===== src/rtl/vx_divergence_unit.sv =====
// Per-warp IPDOM divergence stack: independent split/join channels, per-warp flush,
// full-stack backpressure, sticky error flags and an optional join output register.
module vx_divergence_unit #(
    parameter int NUM_WARPS   = 4,
    parameter int NUM_THREADS = 4,
    parameter int PC_BITS     = 30,
    parameter int DEPTH       = 8,
    parameter int OUT_REG     = 1,
    localparam int NW_W  = (NUM_WARPS > 1) ? $clog2(NUM_WARPS) : 1,
    localparam int PTR_W = $clog2(DEPTH + 1)
) (
    input  logic                   clk,
    input  logic                   reset,
    input  logic                   split_valid,
    output logic                   split_ready,
    input  logic [NW_W-1:0]        split_wid,
    input  logic                   split_is_dvg,
    input  logic [NUM_THREADS-1:0] split_then_tmask,
    input  logic [NUM_THREADS-1:0] split_else_tmask,
    input  logic [PC_BITS-1:0]     split_next_pc,
    input  logic                   join_valid,
    input  logic [NW_W-1:0]        join_wid,
    input  logic [PTR_W-1:0]       join_stack_ptr,
    input  logic                   flush_valid,
    input  logic [NW_W-1:0]        flush_wid,
    output logic                   jout_valid,
    output logic [NW_W-1:0]        jout_wid,
    output logic                   jout_is_dvg,
    output logic                   jout_is_else,
    output logic [NUM_THREADS-1:0] jout_tmask,
    output logic [PC_BITS-1:0]     jout_pc,
    input  logic [NW_W-1:0]        query_wid,
    output logic [PTR_W-1:0]       query_ptr,
    output logic                   err_overflow,
    output logic                   err_mismatch
);

    localparam int EA_W = (DEPTH > 1) ? $clog2(DEPTH) : 1;

    logic                   vld_p0;
    logic                   dvg_p0;
    logic                   else_p0;
    logic [NUM_THREADS-1:0] tmask_p0;
    logic [PC_BITS-1:0]     pc_p0;
    logic [PTR_W-1:0]       join_ptr_cur;
    logic                   split_full;

    assign vld_p0 = join_valid;

    generate
        if (NUM_THREADS > 1) begin : g_stack
            logic [PTR_W-1:0]       wr_ptr     [NUM_WARPS];
            logic [DEPTH-1:0]       idx        [NUM_WARPS];
            logic [NUM_THREADS-1:0] reconv_mem [NUM_WARPS][DEPTH];
            logic [NUM_THREADS-1:0] else_mem   [NUM_WARPS][DEPTH];
            logic [PC_BITS-1:0]     pc_mem     [NUM_WARPS][DEPTH];
            logic [PTR_W-1:0]       split_ptr_cur;
            logic [EA_W-1:0]        push_ea;
            logic [EA_W-1:0]        top_ea;
            logic                   push;
            logic                   join_dvg;
            logic                   join_upd;
            logic                   top_idx;

            assign split_ptr_cur = wr_ptr[split_wid];
            assign join_ptr_cur  = wr_ptr[join_wid];
            assign query_ptr     = wr_ptr[query_wid];
            assign split_full    = (split_ptr_cur == PTR_W'(DEPTH));

            // Join and flush on the same warp win over a split.
            assign split_ready = !(split_is_dvg && split_full)
                              && !(join_valid && (join_wid == split_wid))
                              && !(flush_valid && (flush_wid == split_wid));

            assign push     = split_valid && split_ready && split_is_dvg;
            assign push_ea  = EA_W'(split_ptr_cur);
            assign top_ea   = EA_W'(join_ptr_cur - 1'b1);
            assign join_dvg = join_valid && (join_ptr_cur != '0)
                           && (join_stack_ptr == join_ptr_cur - 1'b1);
            assign top_idx  = idx[join_wid][top_ea];
            // A same-warp flush still lets the join read, but discards its stack update.
            assign join_upd = join_dvg && !(flush_valid && (flush_wid == join_wid));

            always_comb begin
                dvg_p0   = join_dvg;
                else_p0  = join_dvg && !top_idx;
                tmask_p0 = '0;
                pc_p0    = '0;
                if (join_dvg) begin
                    if (top_idx) begin
                        tmask_p0 = reconv_mem[join_wid][top_ea];
                    end else begin
                        tmask_p0 = else_mem[join_wid][top_ea];
                        pc_p0    = pc_mem[join_wid][top_ea];
                    end
                end
            end

            always_ff @(posedge clk or posedge reset) begin
                if (reset) begin
                    for (int w = 0; w < NUM_WARPS; w++) begin
                        wr_ptr[w] <= '0;
                        idx[w]    <= '0;
                    end
                end else begin
                    if (push) begin
                        wr_ptr[split_wid]      <= split_ptr_cur + 1'b1;
                        idx[split_wid][push_ea] <= 1'b0;
                    end
                    if (join_upd) begin
                        if (top_idx) begin
                            wr_ptr[join_wid] <= join_ptr_cur - 1'b1;
                        end else begin
                            idx[join_wid][top_ea] <= 1'b1;
                        end
                    end
                    if (flush_valid) begin
                        wr_ptr[flush_wid] <= '0;
                    end
                end
            end

            always_ff @(posedge clk) begin
                if (push) begin
                    reconv_mem[split_wid][push_ea] <= split_then_tmask | split_else_tmask;
                    else_mem[split_wid][push_ea]   <= split_else_tmask;
                    pc_mem[split_wid][push_ea]     <= split_next_pc;
                end
            end
        end else begin : g_nostack
            assign split_ready  = 1'b1;
            assign query_ptr    = '0;
            assign join_ptr_cur = '0;
            assign split_full   = 1'b0;
            assign dvg_p0       = 1'b0;
            assign else_p0      = 1'b0;
            assign tmask_p0     = '1;
            assign pc_p0        = '0;
        end
    endgenerate

    always_ff @(posedge clk or posedge reset) begin
        if (reset) begin
            err_overflow <= 1'b0;
            err_mismatch <= 1'b0;
        end else begin
            if (split_valid && split_is_dvg && split_full) begin
                err_overflow <= 1'b1;
            end
            if (join_valid && (join_stack_ptr > join_ptr_cur)) begin
                err_mismatch <= 1'b1;
            end
        end
    end

    // Stage p0 -> p1: optional join result register.
    generate
        if (OUT_REG != 0) begin : g_oreg
            logic                   vld_p1;
            logic [NW_W-1:0]        wid_p1;
            logic                   dvg_p1;
            logic                   else_p1;
            logic [NUM_THREADS-1:0] tmask_p1;
            logic [PC_BITS-1:0]     pc_p1;

            always_ff @(posedge clk or posedge reset) begin
                if (reset) begin
                    vld_p1   <= 1'b0;
                    wid_p1   <= '0;
                    dvg_p1   <= 1'b0;
                    else_p1  <= 1'b0;
                    tmask_p1 <= '0;
                    pc_p1    <= '0;
                end else begin
                    vld_p1   <= vld_p0;
                    wid_p1   <= join_wid;
                    dvg_p1   <= dvg_p0;
                    else_p1  <= else_p0;
                    tmask_p1 <= tmask_p0;
                    pc_p1    <= pc_p0;
                end
            end

            assign jout_valid   = vld_p1;
            assign jout_wid     = wid_p1;
            assign jout_is_dvg  = dvg_p1;
            assign jout_is_else = else_p1;
            assign jout_tmask   = tmask_p1;
            assign jout_pc      = pc_p1;
        end else begin : g_ocomb
            assign jout_valid   = vld_p0;
            assign jout_wid     = join_wid;
            assign jout_is_dvg  = dvg_p0;
            assign jout_is_else = else_p0;
            assign jout_tmask   = tmask_p0;
            assign jout_pc      = pc_p0;
        end
    endgenerate

endmodule


===== config.mk =====
export PLATFORM = sky130hd
export DESIGN_NAME = vx_divergence_unit
export DESIGN_NICKNAME = d
export VERILOG_FILES = /design/src/rtl/vx_divergence_unit.sv
export SDC_FILE = /design/constraint.sdc
export NUM_CORES = 1
export LEC_CHECK = 0
export BUFFER_PORTS_ARGS = -buffer_cell sky130_fd_sc_hd__buf_2
export CAP_MARGIN = 20
export CORE_MARGIN = 4
export CORE_UTILIZATION = 50
export DETAILED_ROUTE_END_ITERATION = 12
export PLACE_DENSITY_LB_ADDON = 0.1
export SLEW_MARGIN = 20
export SYNTH_ARGS = -nofsm -noshare
export SYNTH_HDL_FRONTEND = slang
export SYNTH_SLANG_ARGS = --single-unit

===== constraint.sdc =====
create_clock -name clk -period 8.65 [get_ports clk]
set_input_delay 0 -clock clk [delete_from_list [all_inputs] [get_ports clk]]
set_output_delay 0 -clock clk [all_outputs]
set_load 0.02 [all_outputs]

* After elaboration in Yosys (flattened, before gate mapping) *
Memories as Yosys holds them, arrays and structs flattened.
Cells that the tools add are included.

storage, ports and cells
  flip-flop bits (word level) = 89
  bits of input ports = 56
  bits in latches = 0
  memory bits (read-only) = 0
  memories = 3
  word-level logic and storage cells = 137
  RAM bits = 1216
  output and inout bits = 46

memories
  name                depth  bits a word  rd ports  clocked after Yosys merged registers in  wr ports  line  text
  g_stack.pc_mem      4      240          1         0                                        1         56    logic [PC_BITS-1:0] pc_mem [NUM_WARPS][DEPTH];
  g_stack.else_mem    4      32           1         0                                        1         55    logic [NUM_THREADS-1:0] else_mem [NUM_WARPS][DEPTH];
  g_stack.reconv_mem  4      32           1         0                                        1         54    logic [NUM_THREADS-1:0] reconv_mem [NUM_WARPS][DEPTH];

operators by class
  equal/unequal tests = 5
  div/mod/pow operators = 0
  $lt $le $gt $ge = 15
  mux-type cells = 57
  bitwise gates (word level) = 12
  add/subtract/negate cells = 2
  reduce and logical (&&, ||, !) cells = 27
  $mul = 0
  shifts and indexed selects = 0

operators by type and width
  cell                                                       count
  two-way mux 240 bit                                        1
  two-way mux 30 bit                                         5
  two-way mux 32 bit                                         4
  binary-select mux 30 bit (select 3 bit)                    1
  demux 30 bit (select 3 bit)                                1
  two-way mux 16 bit                                         4
  two-way mux 4 bit                                          16
  AND 32 bit                                                 1
  bitwise mux 16 bit                                         2
  demux 8 bit (select 2 bit)                                 2
  two-way mux 8 bit                                          4
  NOT 32 bit                                                 1
  OR 32 bit                                                  1
  binary-select mux 4 bit (select 2 bit)                     3
  binary-select mux 4 bit (select 3 bit)                     2
  demux 4 bit (select 2 bit)                                 3
  logical AND 1 bit                                          21
  AND 16 bit                                                 1
  binary-select mux 8 bit (select 2 bit)                     1
  NOT 16 bit                                                 1
  demux 4 bit (select 3 bit)                                 1
  greater-or-equal comparator 3 bit (second input constant)  4
  NOT 2 -> 3 bit                                             4
  < comparator 3 x 1 -> 1 bit (second input constant)        3
  17 further kinds                                           31

* Depth between registers and ports, before layout *
Gate-level depths: netlist of the first run.

  depth in word-level cells = 17
  mapped depth = 14
  depth with buffers taken out = 10

* Least setup slack after synthesis of the first run *
Ideal clock, no wire load.

  path kind = reg-to-reg
  start point = register g_stack.wr_ptr[9] (netlist name)
  end point = memory g_stack.else_mem[1][20] (netlist name) (enable)
  period minus slack after synthesis = 4.774 ns
  path buffers = 1
  arrival = 4.294 ns
  path slack = 3.876 ns
  setup time = 0.480 ns
  cell stages (with the launch flop) = 9
  data required time = 8.170 ns
  cell sequence = dfrtp_1 -> mux4_2 -> inv_1 -> ha_1 -> nand3b_1 -> and4_1 -> clkbuf_1 -> nand2_1 -> nor3_1

on the way
  longest elaborated chain between the ends = 12
  elaborated cells on any way between the ends = 18
  classes of those cells = order compare: 2; eq/ne: 1; mux: 7; bitwise: 1; reduce/logical: 7

ends and longest elaborated chain
  element                                                                                    line  text
  from (decl)                                                                                52    logic [PTR_W-1:0] wr_ptr [NUM_WARPS];
  from (signal, indexed assignment)                                                          107   wr_ptr[split_wid] <= split_ptr_cur + 1'b1;
  from (signal, indexed assignment)                                                          112   wr_ptr[join_wid] <= join_ptr_cur - 1'b1;
  binary-select mux 4 bit (select 2 bit) *                                                   65    assign split_ptr_cur = wr_ptr[split_wid];
  two-way mux 4 bit (not written as such) * (2 in a row)                                     65
  parallel branches: the longest is 8 deep, another holds greater-or-equal comparator 4 bit  -
  two-way mux 32 bit (not written as such) *                                                 126   else_mem[split_wid][push_ea] <= split_else_tmask;
  to (decl)                                                                                  55

Every way passes the cells marked *. The select of a mux whose other input is x is not followed.

* Worst setup path in the final report of the first run *
  start point = input join_wid[1]
  end point = register g_oreg.tmask_p1[0] (netlist: jout_tmask[0])

on the way
  longest elaborated chain between the ends = 11
  elaborated cells on any way between the ends = 25
  classes of those cells = add/sub: 1; eq/ne: 1; mux: 16; bitwise: 2; reduce/logical: 3; memory: 2

ends and longest elaborated chain
  element                                                           line    text
  from (decl)                                                       22      input logic [NW_W-1:0] join_wid,
  NOT 2 -> 3 bit (not written as such)                              66, 80
  binary-select mux 4 bit (select 2 bit)                            66      assign join_ptr_cur = wr_ptr[join_wid];
  two-way mux 4 bit (not written as such) (2 in a row)              66
  subtractor 4 x 1 -> 4 bit                                         79      && (join_stack_ptr == join_ptr_cur - 1'b1);
  NOT 3 -> 4 bit (not written as such)                              91, 93
  binary-select mux 4 bit (select 3 bit), on equally long branches  93, 91
  two-way mux 4 bit, on equally long branches (2 in a row)          93, 91
  two-way mux 4 bit                                                 90      if (top_idx) begin
  two-way mux 4 bit *                                               89      if (join_dvg) begin
  via tmask_p0[0]                                                   43      logic [NUM_THREADS-1:0] tmask_p0;
  to (signal assigned)                                              179     tmask_p1 <= tmask_p0;
  to (decl)                                                         163     logic [NUM_THREADS-1:0] tmask_p1;

Mark *: on every way through the listed nets, which the timed path passes. The rest lies on a longest branch. The select of a mux whose other input is x is not followed.
A chain may end at the register's enable or synchronous reset.

==> summary.md, run 1 <==
| Metric | Value |
|---|---|
| Worst R2R End | `jout_tmask[0]$_DFF_PP0_` |
| Top Ports | `102` |
| Die W | `approximately 330 µm` |
| Max FO, Critical Path | `88` |
| Hold Path Cell Cnt | `2` |
| TritonCTS clock tree | `done` |
| DR WL met2 | `roughly 60 mm` |
| Element type at the critical path end | `flip-flop` |
| Overall routed net length | `124 mm` |
| RePlAce Congestion | `between 0.8 and 0.9` |
| Area leader, netlist | `edfxtp_1` |
| First-pass GRT wire length | `roughly 180 mm` |
| Clock Path Buffers | `3` |
| Global route overflow | `0` |
| Highest metal used | `met4` |
| Met3 Routed Length | `8.49 mm` |
| Cells after Synth | `between 2,000 and 2,500` |
| Hold Path End | `g_stack.reconv_mem[3][3]$_DFFE_PP_` |
| Synth area leaders | `edfxtp_1 72%, mux4_2 14%, dfrtp_1 4.4%, nand2_1 1.1%, o21ai_0 0.99%` |
| Layout Nets | `2,734` |
| Top cell type's share of synthesized area | `0.721` |
| Wire length on met1 | `approximately 53 mm` |
| Fin Setup TNS | `0 ps` |
| Via count | `roughly 25,000` |
| FF-to-FF path depth | `14` |
| Post-synth ARST share | `0.0682` |
| Syn_area_per_cell | `approximately 21 µm²` |
| Final Cycle Share | `0.672` |
| Largest net degree at the start of global routing | `roughly 130` |
| Die ar. | `~0.11 mm²` |
| Mapped Nets | `approximately 2,500` |
| Cell area after synthesis | `0.0507 mm²` |
| Starting Density | `0.505` |
| Initial antenna violation count | `1` |
| Ys flop type | `edfxtp_1` |
| Reg-to-Reg Start | `g_stack.wr_ptr[12]$_DFF_PP0_` |
| Clock Skews | `between 30 and 40 ps` |
| H-tree Lvls | `4` |
| Clock latency on the worst-skew pair | `730 ps` |
| RSZ-0062 raised after global routing | `no` |
| Cell area power density | `about 240 mW/mm²` |
| Yosys reg bits | `between 1,000 and 1,500` |
| Max_cap viols | `0` |
| Core Area | `around 0.1 mm²` |
| Status | `finished, final reports clean` |
| Post-route ant nets | `0` |
| CP Launch Type | `input port` |
| Fmax | `~170 MHz` |
| Post-synth EDFFs | `approximately 1,200` |
| Post-synthesis sequential area ratio | `0.764` |
| Setup violators final | `0` |
| Yosys cell types | `58` |
| DP Wirelength | `62.0 mm` |
| Port bufs | `101` |
| Most frequent cells after synthesis | `1,216 x edfxtp_1, 323 x mux4_2, 146 x nand2_1` |
| Minimum clock period | `around 5800 ps` |
| Number of DRC markers in iteration 0 | `approximately 2,500` |
| Vias in the first global route | `approximately 26,000` |
| Least-Margin Pin Slew | `around 1100 ps` |
| Root Driver | `clkbuf_16` |
| Via density | `around 6.2` |
| Slew Limit Headroom | `0.245` |
| Row Count | `~120` |
| Total CTS buffers | `~140` |
| Postcts setup bufs | `0` |
| Leakage | `roughly 0.019 µW` |
| Clock transition at path regs | `~60 ps` |
| Maximum VDD drop | `around 220 µV` |
| WS Path Type | `input port to flip-flop` |
| Hold slack | `between 80 and 90 ps` |
| Critical path arrival | `approximately 6400 ps` |
| Critical Path RT | `about 9000 ps` |
| Most common cell in the netlist | `edfxtp_1` |
| Wire per inst | `around 30 µm` |
| Reg-to-reg slack, setup | `between 3000 and 4000 ps` |
| Die Span Y | `326 µm` |
| First drt pass iteration count | `6` |
| Synthesis Warnings | `0` |
| Final Max Slew Viols | `0` |
| Final hold violations | `0` |
| Hold_sp | `split_then_tmask[3]` |
| Residual DRC | `0` |
| Type of the tightest min-delay check | `input port to flip-flop` |
| GRT Total Usage | `0.237` |
| Share of layout cells above drive strength 1 | `0.258` |
| # resized after CTS | `0` |
| CTS Sinks | `approximately 1,300` |
| Area grow syn2layout | `14.1%` |
per-layer routing:
layer  vias up  track usage
met1     13700        0.348
met4         0       0.0660
met2       971        0.374
met5         -            0
met3       192       0.0380
li1      10600            -
cells in the final DEF, fill, tap and decap left out, drive strengths merged, types with 9 or more instances in the layout:
cell	count
nor2b	12
nand4	9
o21ai	101
dlygate4sd3	54
mux2i	45
nand2	146
nor2	61
clkinv	41
buf	152
clkbuf	199
dfrtp	89
edfxtp	1216
inv	18
nor3	23
a22o	25
o31ai	10
mux4	323
a211oi	34
a21oi	79
nand3	42
report_power, final:
| group | total [µW] | internal [µW] | switching, µW | leakage (µW) |
|---|---|---|---|---|
| logic | 1360 | 447 | 911 | 0.00438 |
| registers | 6990 | 6960 | 26.2 | 0.0121 |
| clock network | 5530 | 3200 | 2330 | 0.00206 |
| total | 13900 | 10600 | 3270 | 0.0186 |
layout make-up:
cell class	count	area [µm²]
antenna	1	2.50
clock buffer	199	3880
clock inverter	51	359
fill	7333	42500
inverter	13	51.3
multi-input combinational	1009	11600
sequential	1305	38700
tap	1357	1700
timing repair buffer	206	1490
through the flow:
step                cell area (µm²)  std cells  setup slack (ps)  power, µW  utilization
detailed placement            53000       3836              3690       8460        0.529
global placement              53000       3836              3830       8440        0.529
global route                  57800       4141              2710      14400        0.576
floorplan                     50700       2464              3880       7950            -
finish                        57800       4141              2840      13900        0.576
CTS                           57800       4140              2940      14000        0.576
how the worst max path moves through the flow:
stage / startpoint / end / slack, ps / depth (start not counted)
2_1_floorplan: g_stack.wr_ptr[9]$_DFF_PP0_ / g_stack.else_mem[1][20]$_DFFE_PP_ / 3880 / 8
3_3_place_gp: join_wid[1] / jout_tmask[0]$_DFF_PP0_ / 3830 / 10
3_5_place_dp: join_wid[1] / jout_tmask[0]$_DFF_PP0_ / 3690 / 10
4_1_cts: join_wid[1] / jout_tmask[0]$_DFF_PP0_ / 2940 / 16
5_1_grt: join_wid[1] / jout_tmask[0]$_DFF_PP0_ / 2710 / 16
6_report: join_wid[1] / jout_tmask[0]$_DFF_PP0_ / 2840 / 16
sequential cells by signal, indices dropped and copies added, names as in the netlist:
signal,count
g_stack.pc_mem,960
err_overflow,1
err_mismatch,1
jout_valid,1
jout_is_else,1
jout_wid,2
g_stack.reconv_mem,128
jout_pc,30
jout_is_dvg,1
g_stack.wr_ptr,16
jout_tmask,4
g_stack.idx,32
g_stack.else_mem,128
worst max-delay path, stage by stage:
cell and delay, ps:
dlygate4sd3_1 560, buf_8 630, mux2_2 470, mux2i_4 190
buf_4 650, inv_2 570, ha_1 470, nand3b_1 150
dlygate4sd3_1 560, nor3_1 180, dlygate4sd3_1 620, nand2_1 180
inv_2 330, nand2_2 70, buf_4 340, o32ai_1 360
logic make-up (layout without fill, tap and decap cells):
family                   Yosys count  count (layout)  share of synthesized area
AO/OA/AOI/OAI                    293             293                     0.0358
multiplexers                     374             374                      0.154
XOR/XNOR                          12              12                    0.00222
other                              0               1                          0
AND/OR/NAND/NOR                  323             323                     0.0290
adder cells (fa/ha/maj)            7               7                    0.00173
flip-flops                      1305            1305                      0.764
buffers and inverters            150             469                     0.0128
timing repair:
item,in CTS,in global routing
endpoints found under the setup margin,0,0
hold buffers,54,0
endpoints found under the hold margin,1130,0
No activity file was read; power rests on OpenSTA's default activity.
==> inputs of run 2 (changes only) <==
ABC_AREA = 1   (was not set)
clock period = 6.01 ns   (was 8.65 ns; I/O delays follow)
==> summary.md, run 2 <==
| Metric | Value |
|---|---|
| Yosys cell types | `47 (-19%)` |
| Cell area after synthesis | `0.0517 mm² (+2.0%)` |
| Cell area after placement | `0.0537 mm² (+1.4%)` |
| Highest-count cells in the layout ignoring fill and taps | `1,216 x edfxtp_1, 1,049 x nand2_1, 161 x o21ai_0` |
| Hold slack | `27.9 ps (-53.6 ps)` |
| CTS Sinks | `1,305 (unchanged)` |
| Fin Setup TNS | `0 ps (unchanged)` |
| Least-Margin Pin Slew | `1110 ps (-22.8 ps)` |
| Top Ports | `102 (unchanged)` |
| Max FO, Critical Path | `25 (-72%)` |
| Total CTS buffers | `139 (+2.2%)` |
| Port bufs | `101 (unchanged)` |
| Residual DRC | `0 (unchanged)` |
| Crit-path leading delay family | `simple AND/OR/NAND/NOR gates` |
| Most common cell in the netlist | `edfxtp_1` |
| Max reg flops | `960 (unchanged)` |
| Clock transition at path regs | `70 ps (about the same)` |
| Cells after Synth | `3,881 (+58%)` |
| Share of layout cells above drive strength 1 | `0.119 (-0.139)` |
| First-pass GRT wire length | `220 mm (+21%)` |
| Worst Path Buf+Inv | `5 (-3)` |
| RePlAce Congestion | `0.851 (+0.48%)` |
| CP max-delay cell | `nor2_4` |
| Row Count | `117 (+0.86%)` |
| Area grow syn2layout | `14.0% (about the same)` |
| Element type at the critical path end | `flip-flop` |
| Minimum clock period | `around 4200 ps` |
| Top cell type's share of synthesized area | `0.706 (-0.0142)` |
| Final Max Slew Viols | `0 (unchanged)` |
| Die ar. | `0.109 mm² (+2.0%)` |
| Largest net degree at the start of global routing | `122 (-4.7%)` |
| Die Span Y | `330 µm (+0.98%)` |
| Via count | `33,000 (+29%)` |
| Most frequent cells after synthesis | `1,216 x edfxtp_1, 1,051 x nand2_1, 161 x nor2_1, 161 x o21ai_0, 152 x a22oi_1` |
| Most common cell after layout, fill and taps aside | `edfxtp_1` |
| Leakage | `0.0202 µW (+8.8%)` |
| DP Wirelength | `80.6 mm (+30%)` |
| Setup violators final | `0 (unchanged)` |
| Area leader, netlist | `edfxtp_1` |
| Type of the tightest min-delay check | `input port to flip-flop` |
| Syn_area_per_cell | `13.3 µm² (-35%)` |
| First drt pass iteration count | `5 (-1)` |
| CP Launch Type | `flip-flop` |
| Clock latency on the worst-skew pair | `750 ps (+20 ps)` |
| GRT Total Usage | `0.277 (+0.0407)` |
| Post-route ant nets | `0 (unchanged)` |
| Synth area leaders | `edfxtp_1 71%, nand2_1 7.6%, dfrtp_1 4.3%, a22oi_1 2.2%, o21ai_0 1.6%` |
| Critical path arrival | `4590 ps (-1830 ps)` |
| Critical Path RT | `6430 ps (-2830 ps)` |
| Top reg by flops | `g_stack.pc_mem` |
| Design Area, Final | `0.0589 mm² (+1.9%)` |
| Wire per inst | `27.2 µm (-9.6%)` |
| Overall routed net length | `150 mm (+21%)` |
| Die W | `330 µm (+0.98%)` |
| Cell area power density | `359 mW/mm² (+50%)` |
| Slew Limit Headroom | `0.262 (+0.0175)` |
| Initial antenna violation count | `4 (+3)` |
| Number of DRC markers in iteration 0 | `3,465 (+38%)` |
| Ys flop type | `edfxtp_1` |
| Final hold violations | `0 (unchanged)` |
| Root Driver | `clkbuf_16` |
| Synthesis Warnings | `0 (unchanged)` |
| CP most frequent cell | `inv_1` |
| Postcts setup bufs | `0 (unchanged)` |
| H-tree Lvls | `4 (unchanged)` |
| Final Power | `21,200 µW (+53%)` |
| Slowest stage delay, CP | `800 ps (+150 ps)` |
| Global route overflow | `0 (unchanged)` |
| Max_cap viols | `0 (unchanged)` |
| Maximum VDD drop | `254 µV (+13%)` |
| Status | `finished, final reports clean` |
| Yosys reg bits | `1,305 (unchanged)` |
| RSZ-0062 raised after global routing | `no` |
| TritonCTS clock tree | `done` |
| CP Cell Sequence | `inv_1 > nor2_1 > inv_1 > nand3_1 > clkinv_1 > ha_1 > nand4_1 > nand3_2 > inv_2 > nand2_1 > nor2_4 > buf_4` |
| Fmax | `roughly 240 MHz` |
| Core Area | `0.102 mm² (+1.9%)` |
| Post-synth ARST share | `0.0682 (unchanged)` |
| WS Path Type | `flip-flop to flip-flop` |
| Via density | `5.97 (-3.0%)` |
| Clock Skews | `21.2 ps (-8.76 ps)` |
| Largest registers | `g_stack.pc_mem (960), g_stack.else_mem (128), g_stack.reconv_mem (128)` |
| Starting Density | `0.506 (+0.000637)` |
| Post-synth EDFFs | `1,216 (unchanged)` |
| Clock Path Buffers | `3 (unchanged)` |
| Layout Nets | `4,102 (+50%)` |
| Mapped Nets | `3,944 (+56%)` |
| Final Cycle Share | `0.694` |
| Vias in the first global route | `31,900 (+23%)` |
| Post-synthesis sequential area ratio | `0.749 (-0.0151)` |
run 2: cell count changes after synthesis, sizes merged, moves of 61 or more:
| cell | change |
|---|---|
| o21ai | +103 |
| mux4 | -323 |
| a21boi | +80 |
| nor2 | +113 |
| o22ai | +78 |
| a22oi | +151 |
| nand2 | +915 |
| nand4 | +99 |
| buf | +99 |
| nand3 | +61 |
run 2: stage by stage:
step	utilization	setup WS, ps	cells
floorplan	-	2160	3881
global placement	0.526	1780	5206
detailed placement	0.526	1740	5206
CTS	0.577	1860	5520
global route	0.577	1470	5520
finish	0.577	1840	5522
run 2: per-layer routing:
layer  track usage  routed length [µm]  up-vias
met2         0.429               69300     1441
met4        0.0751                3270        2
met5             0                  13        -
met3        0.0486               11700      217
met1         0.410               65700    16700
li1              -                   -    14600
run 2: worst paths after layout:
check	endpoint	cells after the start	startpoint	slack, ps
hold / removal	g_stack.reconv_mem[1][21]$_DFFE_PP_	2	split_then_tmask[1]	30
max in group asynchronous	jout_pc[10]$_DFF_PP0_	5	reset	4190
setup / recovery	g_stack.else_mem[0][26]$_DFFE_PP_	12	g_stack.wr_ptr[0]$_DFF_PP0_	1840
setup reg to reg	g_stack.else_mem[0][26]$_DFFE_PP_	12	g_stack.wr_ptr[0]$_DFF_PP0_	1840
min in group asynchronous	g_stack.idx[14]$_DFF_PP0_	4	reset	550
hold reg to reg	g_stack.idx[25]$_DFF_PP0_	2	g_stack.idx[25]$_DFF_PP0_	520
run 2: area by class of cell:
class / instances / area [µm²]
Clock buffer: 187 / 3820
Multi-Input combinational cell: 2288 / 11700
Clock inverter: 67 / 754
Inverter: 57 / 241
Timing Repair Buffer: 248 / 1910
Sequential cell: 1305 / 38700
Antenna cell: 2 / 5.00
Fill cell: 8240 / 43300
Tap cell: 1368 / 1710
run 2: kinds of logic after synthesis:
kind of cell | after synthesis | share of synthesized area
buffers and inverters | 288 | 0.0291
AO/OA/AOI/OAI | 752 | 0.0935
flip-flops | 1305 | 0.749
XOR/XNOR | 8 | 0.00136
adder cells (fa/ha/maj) | 7 | 0.00169
multiplexers | 9 | 0.00174
AND/OR/NAND/NOR | 1512 | 0.123
run 2: what timing repair did:
action / 4_1_cts / 5_1_grt
hold buffers: 60 / 0
endpoints found under the hold margin: 1175 / 0
gates resized for setup: 0 / 0
run 2: power by group:
group	leakage (µW)	switching (µW)	total, µW	internal (µW)
Sequential	0.0121	76.9	10100	10100
Clock	0.00223	3590	8610	5020
Combinational	0.00586	1830	2440	609
